<file path="src/rtl/frame_wr_pkg.sv">
// -----------------------------------------------------------------------------
// frame_wr_pkg
// Shared definitions for the frame RAM write side. The painter reads the same
// frame geometry constants, so they live here rather than in the writer.
//   FRAME_IMG_W / FRAME_IMG_H  default frame geometry (pixels / lines)
//   FRAME_DATA_W               pixel width (RGB332 byte)
//   FRAME_ADDR_W               frame RAM address width
//   frame_wr_state_e           writer FSM state encoding
//   cnt_width()                counter width for a 0..n-1 range (min 1 bit)
// -----------------------------------------------------------------------------
package frame_wr_pkg;

    localparam int FRAME_IMG_W  = 64;
    localparam int FRAME_IMG_H  = 64;
    localparam int FRAME_DATA_W = 8;
    localparam int FRAME_ADDR_W = 19;

    typedef enum logic [1:0] {
        ST_IDLE  = 2'd0,
        ST_WRITE = 2'd1,
        ST_DONE  = 2'd2
    } frame_wr_state_e;

    function automatic int cnt_width(input int n);
        return (n > 1) ? $clog2(n) : 1;
    endfunction

endpackage

</file>
<file path="src/rtl/frame_writer_if.sv">
// -----------------------------------------------------------------------------
// frame_writer_if
// Bundles the pixel stream from the filter datapath and the frame RAM write
// port of the frame writer.
//   in_data/in_valid/in_eol  pixel stream towards the writer
//   in_ready                 writer accepts a pixel this cycle
//   we/waddr/wdata           frame RAM write strobe, address and data
// Modports: master = pixel source / RAM observer, slave = frame writer.
// -----------------------------------------------------------------------------
interface frame_writer_if
    import frame_wr_pkg::*;
#(
    parameter int DATA_W = FRAME_DATA_W,
    parameter int ADDR_W = FRAME_ADDR_W
);

    logic [DATA_W-1:0] in_data;
    logic              in_valid;
    logic              in_ready;
    logic              in_eol;
    logic              we;
    logic [ADDR_W-1:0] waddr;
    logic [DATA_W-1:0] wdata;

    modport master (
        output in_data, in_valid, in_eol,
        input  in_ready, we, waddr, wdata
    );

    modport slave (
        input  in_data, in_valid, in_eol,
        output in_ready, we, waddr, wdata
    );

endinterface

</file>
<file path="src/rtl/frame_writer_raster_counter.sv">
// -----------------------------------------------------------------------------
// raster_counter
// Raster position of the next pixel to be written (x along the line, y line).
//   clk, rst     clock, asynchronous active-high reset
//   clr          return to (0,0); wins over en
//   en           advance one pixel in raster order
//   last_x       current pixel is the last of its line
//   last_pixel   current pixel is the last of the frame
// -----------------------------------------------------------------------------
module raster_counter
    import frame_wr_pkg::*;
#(
    parameter int IMG_W = FRAME_IMG_W,
    parameter int IMG_H = FRAME_IMG_H
) (
    input  logic clk,
    input  logic rst,
    input  logic clr,
    input  logic en,
    output logic last_x,
    output logic last_pixel
);

    localparam int X_W = cnt_width(IMG_W);
    localparam int Y_W = cnt_width(IMG_H);

    logic [X_W-1:0] x_q, x_d;
    logic [Y_W-1:0] y_q, y_d;
    logic           last_y;

    assign last_x     = (x_q == X_W'(IMG_W - 1));
    assign last_y     = (y_q == Y_W'(IMG_H - 1));
    assign last_pixel = last_x && last_y;

    always_comb begin
        x_d = x_q;
        y_d = y_q;
        if (clr) begin
            x_d = '0;
            y_d = '0;
        end else if (en) begin
            if (last_x) begin
                x_d = '0;
                // explicit wrap keeps non-power-of-two heights in range
                y_d = last_y ? '0 : y_q + Y_W'(1);
            end else begin
                x_d = x_q + X_W'(1);
            end
        end
    end

    always_ff @(posedge clk or posedge rst) begin
        if (rst) begin
            x_q <= '0;
            y_q <= '0;
        end else begin
            x_q <= x_d;
            y_q <= y_d;
        end
    end

endmodule

</file>
<file path="src/rtl/frame_writer.sv">
// -----------------------------------------------------------------------------
// frame_writer
// Write side of the frame RAM read by the VGA painter. Takes a raster-order
// pixel stream over valid/ready and writes one IMG_W x IMG_H frame to linear
// addresses starting at BASE_ADDR, then pulses done.
//   clk, rst   clock, asynchronous active-high reset
//   start      1-cycle pulse, begins a frame (ignored unless idle)
//   pix        frame_writer_if.slave: pixel stream in, RAM write port out
//   busy       frame in progress (WRITE and the final DONE cycle)
//   done       1-cycle pulse coincident with the last RAM write
//   err        sticky line-length error
// Optional feature macro: FRAME_WR_EOL_CHECK_EN enables the in_eol check;
// without it in_eol is ignored and err is held at 0.
//
//   state    | meaning
//   ---------+------------------------------------------------------------
//   ST_IDLE  | waiting for start; stream not accepted
//   ST_WRITE | accepting pixels, one per cycle when in_valid
//   ST_DONE  | final write on the RAM port; done pulse; back to idle
// -----------------------------------------------------------------------------
module frame_writer
    import frame_wr_pkg::*;
#(
    parameter int          IMG_W     = FRAME_IMG_W,
    parameter int          IMG_H     = FRAME_IMG_H,
    parameter int          DATA_W    = FRAME_DATA_W,
    parameter int          ADDR_W    = FRAME_ADDR_W,
    parameter int unsigned BASE_ADDR = 0
) (
    input  logic           clk,
    input  logic           rst,
    input  logic           start,
    frame_writer_if.slave  pix,
    output logic           busy,
    output logic           done,
    output logic           err
);

    localparam longint unsigned LAST_ADDR = 64'(BASE_ADDR) + 64'(IMG_W) * 64'(IMG_H) - 64'd1;
    localparam longint unsigned RAM_WORDS = 64'd1 << ADDR_W;
    localparam logic [ADDR_W-1:0] BASE    = ADDR_W'(BASE_ADDR);

    if (LAST_ADDR >= RAM_WORDS) begin : g_geom_check
        $error("frame_writer: frame does not fit in the RAM address space");
    end

    frame_wr_state_e   state_q, state_d;
    logic              we_q, we_d;
    logic [ADDR_W-1:0] waddr_q, waddr_d;
    logic [DATA_W-1:0] wdata_q, wdata_d;
    logic [ADDR_W-1:0] addr_q, addr_d;
    logic              err_q, err_d;
    logic              start_acc;
    logic              accept;
    logic              last_x;
    logic              last_pixel;

    assign start_acc = start && (state_q == ST_IDLE);
    assign accept    = pix.in_valid && (state_q == ST_WRITE);

    raster_counter #(
        .IMG_W (IMG_W),
        .IMG_H (IMG_H)
    ) u_raster (
        .clk        (clk),
        .rst        (rst),
        .clr        (start_acc),
        .en         (accept),
        .last_x     (last_x),
        .last_pixel (last_pixel)
    );

    always_comb begin
        state_d = state_q;
        unique case (state_q)
            ST_IDLE:  if (start_acc) state_d = ST_WRITE;
            ST_WRITE: if (accept && last_pixel) state_d = ST_DONE;
            ST_DONE:  state_d = ST_IDLE;
            default:  state_d = ST_IDLE;
        endcase
    end

    // addr_q is the address of the next pixel; the write port is one cycle
    // behind so the final write lands in the DONE cycle.
    always_comb begin
        we_d    = accept;
        waddr_d = waddr_q;
        wdata_d = wdata_q;
        addr_d  = addr_q;
        if (start_acc) begin
            addr_d = BASE;
        end else if (accept) begin
            waddr_d = addr_q;
            wdata_d = pix.in_data;
            addr_d  = addr_q + ADDR_W'(1);
        end
    end

`ifdef FRAME_WR_EOL_CHECK_EN
    // counters are not resynced on a mismatch; the frame keeps its raster order
    always_comb begin
        err_d = err_q;
        if (start_acc) begin
            err_d = 1'b0;
        end else if (accept && (pix.in_eol != last_x)) begin
            err_d = 1'b1;
        end
    end
`else
    logic unused_eol;
    logic unused_last_x;
    assign unused_eol    = pix.in_eol;
    assign unused_last_x = last_x;
    assign err_d         = 1'b0;
`endif

    always_ff @(posedge clk or posedge rst) begin
        if (rst) begin
            state_q <= ST_IDLE;
            we_q    <= 1'b0;
            waddr_q <= BASE;
            wdata_q <= '0;
            addr_q  <= BASE;
            err_q   <= 1'b0;
        end else begin
            state_q <= state_d;
            we_q    <= we_d;
            waddr_q <= waddr_d;
            wdata_q <= wdata_d;
            addr_q  <= addr_d;
            err_q   <= err_d;
        end
    end

    assign pix.in_ready = (state_q == ST_WRITE);
    assign pix.we       = we_q;
    assign pix.waddr    = waddr_q;
    assign pix.wdata    = wdata_q;
    assign busy         = (state_q != ST_IDLE);
    assign done         = (state_q == ST_DONE);
    assign err          = err_q;

endmodule

</file>
<file path="src/flat_wrapper.sv">
// flat-port wrapper written by rule: the top's interface ports become plain ports
module frame_writer_flat import frame_wr_pkg::*;
#(
    parameter int          IMG_W     = FRAME_IMG_W,
    parameter int          IMG_H     = FRAME_IMG_H,
    parameter int          DATA_W    = FRAME_DATA_W,
    parameter int          ADDR_W    = FRAME_ADDR_W,
    parameter int unsigned BASE_ADDR = 0
)
  (clk, rst, start, busy, done, err, pix_in_data, pix_in_valid, pix_in_eol, pix_in_ready, pix_we, pix_waddr, pix_wdata);
  frame_writer_if #(.DATA_W(DATA_W), .ADDR_W(ADDR_W)) pix_i ();
  input  logic clk;
  input  logic rst;
  input  logic start;
  output logic busy;
  output logic done;
  output logic err;
  input wire logic [$bits(pix_i.in_data)-1:0] pix_in_data;
  input wire logic [$bits(pix_i.in_valid)-1:0] pix_in_valid;
  input wire logic [$bits(pix_i.in_eol)-1:0] pix_in_eol;
  output wire logic [$bits(pix_i.in_ready)-1:0] pix_in_ready;
  output wire logic [$bits(pix_i.we)-1:0] pix_we;
  output wire logic [$bits(pix_i.waddr)-1:0] pix_waddr;
  output wire logic [$bits(pix_i.wdata)-1:0] pix_wdata;
  assign pix_i.in_data = pix_in_data;
  assign pix_i.in_valid = pix_in_valid;
  assign pix_i.in_eol = pix_in_eol;
  assign pix_in_ready = pix_i.in_ready;
  assign pix_we = pix_i.we;
  assign pix_waddr = pix_i.waddr;
  assign pix_wdata = pix_i.wdata;
  frame_writer #(.IMG_W(IMG_W), .IMG_H(IMG_H), .DATA_W(DATA_W), .ADDR_W(ADDR_W), .BASE_ADDR(BASE_ADDR)) u_core (.clk(clk), .rst(rst), .start(start), .pix(pix_i), .busy(busy), .done(done), .err(err));
endmodule
</file>
<file path="config.mk">
export PLATFORM = sky130hd
export DESIGN_NAME = frame_writer_flat
export DESIGN_NICKNAME = d
export VERILOG_FILES = /design/src/rtl/frame_wr_pkg.sv /design/src/rtl/frame_writer_if.sv /design/src/rtl/frame_writer_raster_counter.sv /design/src/rtl/frame_writer.sv /design/src/flat_wrapper.sv
export SDC_FILE = /design/constraint.sdc
export NUM_CORES = 1
export LEC_CHECK = 0
export CORE_MARGIN = 8
export CORE_UTILIZATION = 40
export CTS_BUF_LIST = sky130_fd_sc_hd__clkbuf_4
export DETAILED_ROUTE_END_ITERATION = 12
export PLACE_DENSITY_LB_ADDON = 0.12
export SYNTH_ARGS = -nofsm -noshare
export SYNTH_HDL_FRONTEND = slang
export SYNTH_SLANG_ARGS = --single-unit
</file>
<file path="constraint.sdc">
create_clock -name clk -period 2 [get_ports clk]
set_input_delay 0.4 -clock clk [delete_from_list [all_inputs] [get_ports clk]]
set_output_delay 0.4 -clock clk [all_outputs]
set_load 0.02 [all_outputs]
</file>
==> metrics.md, run 1 <==
| Metric | Value |
|---|---|
| Status | finished clean |
| Clk_lat worst skew | approximately 0.40 ns |
| Seq pwr share | 0.519 |
| Largest cells by area after synthesis | dfrtp_1, nand2_1, a21oi_1, o21ai_0, xnor2_1 |
| Port-buffer cells | between 40 and 50 |
| DR vias/cell | between 5 and 6 |
| Largest net degree at the start of global routing | 62 |
| Maximum clock rate | between 500 and 600 MHz |
| Synthesis-stage register bit count | 61 |
| Gr ovfl total | 0 |
| Post-synth EDFFs | 0 |
| Crit Path Category | flip-flop to output port |
| Vias in the first global route | 2142 |
| Row Count | 30 |
| Core area | between 0.006 and 0.007 sq mm |
| Syn Std Cell Area | 0.00275 sq mm |
| Die height | about 100 um |
| Wirelength per Cell | 13.7 um |
| Die width | between 90 and 100 um |
| Sw power | 0.000903 W |
| Seq/Total Area, Yosys | 0.555 |
| Dpl hpwl | ~3900 um |
| Area after DPL | 0.00333 sq mm |
| Slew Viols, Final | 0 |
| Post-synth top area cell | dfrtp_1 |
| Final Critical Period | 1.83 ns |
| # DRC | 0 |
| Final instance area | between 0.003 and 0.004 sq mm |
| Crit start category | flip-flop |
| TritonRoute pass-1 iters | 5 |
| Clock tree buffer depth | 2 |
| Top-count cell post-synth | nand2_1 |
| Final Hold Vio Count | 0 |
| CTS hold repair buffers | 0 |
| Avg Cell Area, Syn | roughly 9.5 sq um |
| HP Class | input port to asynchronous set/reset pin |
| TritonCTS clock tree | built |
| Iter 0 DRT Violations | 78 |
| CTS clk-pin slew, worst paths | 0.09 ns |
| Post-Synthesis Cells | 290 |
| Reg-to-reg endpoint | u_core.addr_q[18] |
| Yosys cell types | 43 |
| Peak VDD IR | around 0.00059 V |
| Layout area overhead | 26.6% |
| Total GRT Usage | 0.131 |
| Fin nets | between 300 and 400 |
| Fin Setup TNS | 0 ns |
| RSZ-0062 raised after global routing | false |
| Comb power frac | 0.201 |
| Gpl congestion | approximately 0.75 |
| Clk root buf | clkbuf_4 |
| P_leak | 1.62 nW |
| H-Tree Level Count | 3 |
| Synth cell count leaders | nand2_1, dfrtp_1, a21oi_1, nor2_1, o21ai_0 |
| Sw Ratio | 0.296 |
| Warnings, synthesis | 0 |
| Reg-to-reg setup timing slack | roughly 0.35 ns |
| Post-route antenna net violation count | 0 |
| Initial Util | 0.409 |
| Prevailing post-synth register cell | dfrtp_1 |
| Cell-internal power | 0.00215 W |
| Reg2reg start | u_core.addr_q[0] |
| Die area | ~0.0098 sq mm |
| Worst Path Required | roughly 1.6 ns |
| Reg2reg path depth | 5 |
| Final Cycle Share | 0.914 |
| Syn_nets | roughly 310 |
| Cts bufs inserted | 9 |
| Global-route wire length before repair | around 10000 um |
| Pwr Density | ~880 mW/mm^2 |
| Share of cells above drive strength 1 | 0.117 |
| Clock share of power | 0.280 |
| Max_cap viols | 0 |
| Top-Level Pins | 45 |
| Arrival time worst endpoint | roughly 1.4 ns |
| Endpoints failing setup | 0 |
| Initial antenna violation count | 0 |
| Yosys top cell area share | 0.555 |
| Total wire length | approximately 6000 um |
| Setup crit end kind | output port |
| Clk_skew | approximately 0.017 ns |
| Crit Path Max Fanout | 4 |
| Post-synth ARST share | 1.00 |
| N_diodes | 0 |
| Vias | roughly 2200 |
| CTS sink cnt | 61 |
| Worst Setup SP | u_core.state_q[0] |
[how the worst max path moves through the flow]
stage	slack, ns	endpoint	depth (start not counted)
detailed placement	-0.07	u_core.addr_q[18]	6
floorplan	0.09	u_core.addr_q[0]	1
CTS	0.13	pix_in_ready	4
global route	0.09	pix_in_ready	4
finish	0.17	pix_in_ready	4
global placement	-0.02	u_core.addr_q[18]	6
[sequential cells by signal, indices dropped and copies added, names as in the netlist]
name and flops:
u_core.addr_q 19, u_core.pix.waddr 19, u_core.pix.wdata 8, u_core.pix.we 1, u_core.state_q 2, u_core.u_raster.x_q 6
u_core.u_raster.y_q 6
[power by group through the flow]
stage | logic [W] | registers (W) | clock network [W]
after floorplan | 0.000307 | 0.00164 | 0
after global placement | 0.000611 | 0.00160 | 0
after detailed placement | 0.000623 | 0.00160 | 0
after CTS | 0.000627 | 0.00158 | 0.000890
after global routing | 0.000688 | 0.00162 | 0.000947
final | 0.000614 | 0.00158 | 0.000854
[kinds of logic after synthesis]
group,share of synthesized area
AO/OA/AOI/OAI,0.0741
other,0.00136
flip-flops,0.555
buffers and inverters,0.0296
XOR/XNOR,0.0318
AND/OR/NAND/NOR,0.284
multiplexers,0.0109
adder cells (fa/ha/maj),0.0136
[cell type report]
class	count	area [sq um]
Clock buffer	14	105
Tap cell	80	100
Fill cell	636	3230
Clock inverter	2	33.8
Sequential cell	61	1530
Timing Repair Buffer	56	547
Multi-Input combinational cell	211	1140
Inverter	7	26.3
[metrics by stage]
stage / instances / util / hold slack [ns] / power, W / worst slack (ns)
after floorplan: 290 / - / 0.453 / 0.00195 / 0.0870
after global placement: 413 / 0.496 / 0.456 / 0.00221 / -0.0197
final: 431 / 0.519 / 0.366 / 0.00305 / 0.172
after global routing: 431 / 0.519 / 0.385 / 0.00325 / 0.0941
after CTS: 431 / 0.519 / 0.355 / 0.00310 / 0.132
after detailed placement: 413 / 0.496 / 0.462 / 0.00223 / -0.0688
[critical path, stage by stage, from the launching register on]
cell           delay, ns
dfrtp_2             0.43
buf_4               0.17
nand2b_1            0.08
inv_1               0.04
dlygate4sd2_1       0.31
[timing repair]
action                     4_1_cts  5_1_grt
setup endpoints to repair        3        0
gates resized for setup          5        0
buffers inserted                 2        0
[layer usage]
| metal | GRT usage | wire length (um) | vias up |
|---|---|---|---|
| met5 | 0 | 0 | - |
| met4 | 0.0602 | 97 | 0 |
| met3 | 0.0423 | 293 | 9 |
| met2 | 0.208 | 2750 | 35 |
| met1 | 0.159 | 2740 | 1033 |
| li1 | - | - | 1100 |
[layout by cell type, fill, tap and decap left out, types with 6 or more instances in the layout]
cell             Yosys  final
o21ai_0             11     11
a21oi_1             12     12
or3_1                7      7
dfrtp_1             61     59
nand3_1              8      8
nor2_1              12     12
buf_4                1     12
nand4_1              8      8
nand2_1             98     98
xnor2_1              6      6
clkdlybuf4s50_1      0     39
clkbuf_4             0     14
(Power assumes the default switching activity.)
==> inputs of run 2 (changes only) <==
SETUP_SLACK_MARGIN = 0.05   (was default)
SLEW_MARGIN = 20   (was default)
==> results of run 2 <==
No change in the layout: final DEF, timing and power equal those of run 1.
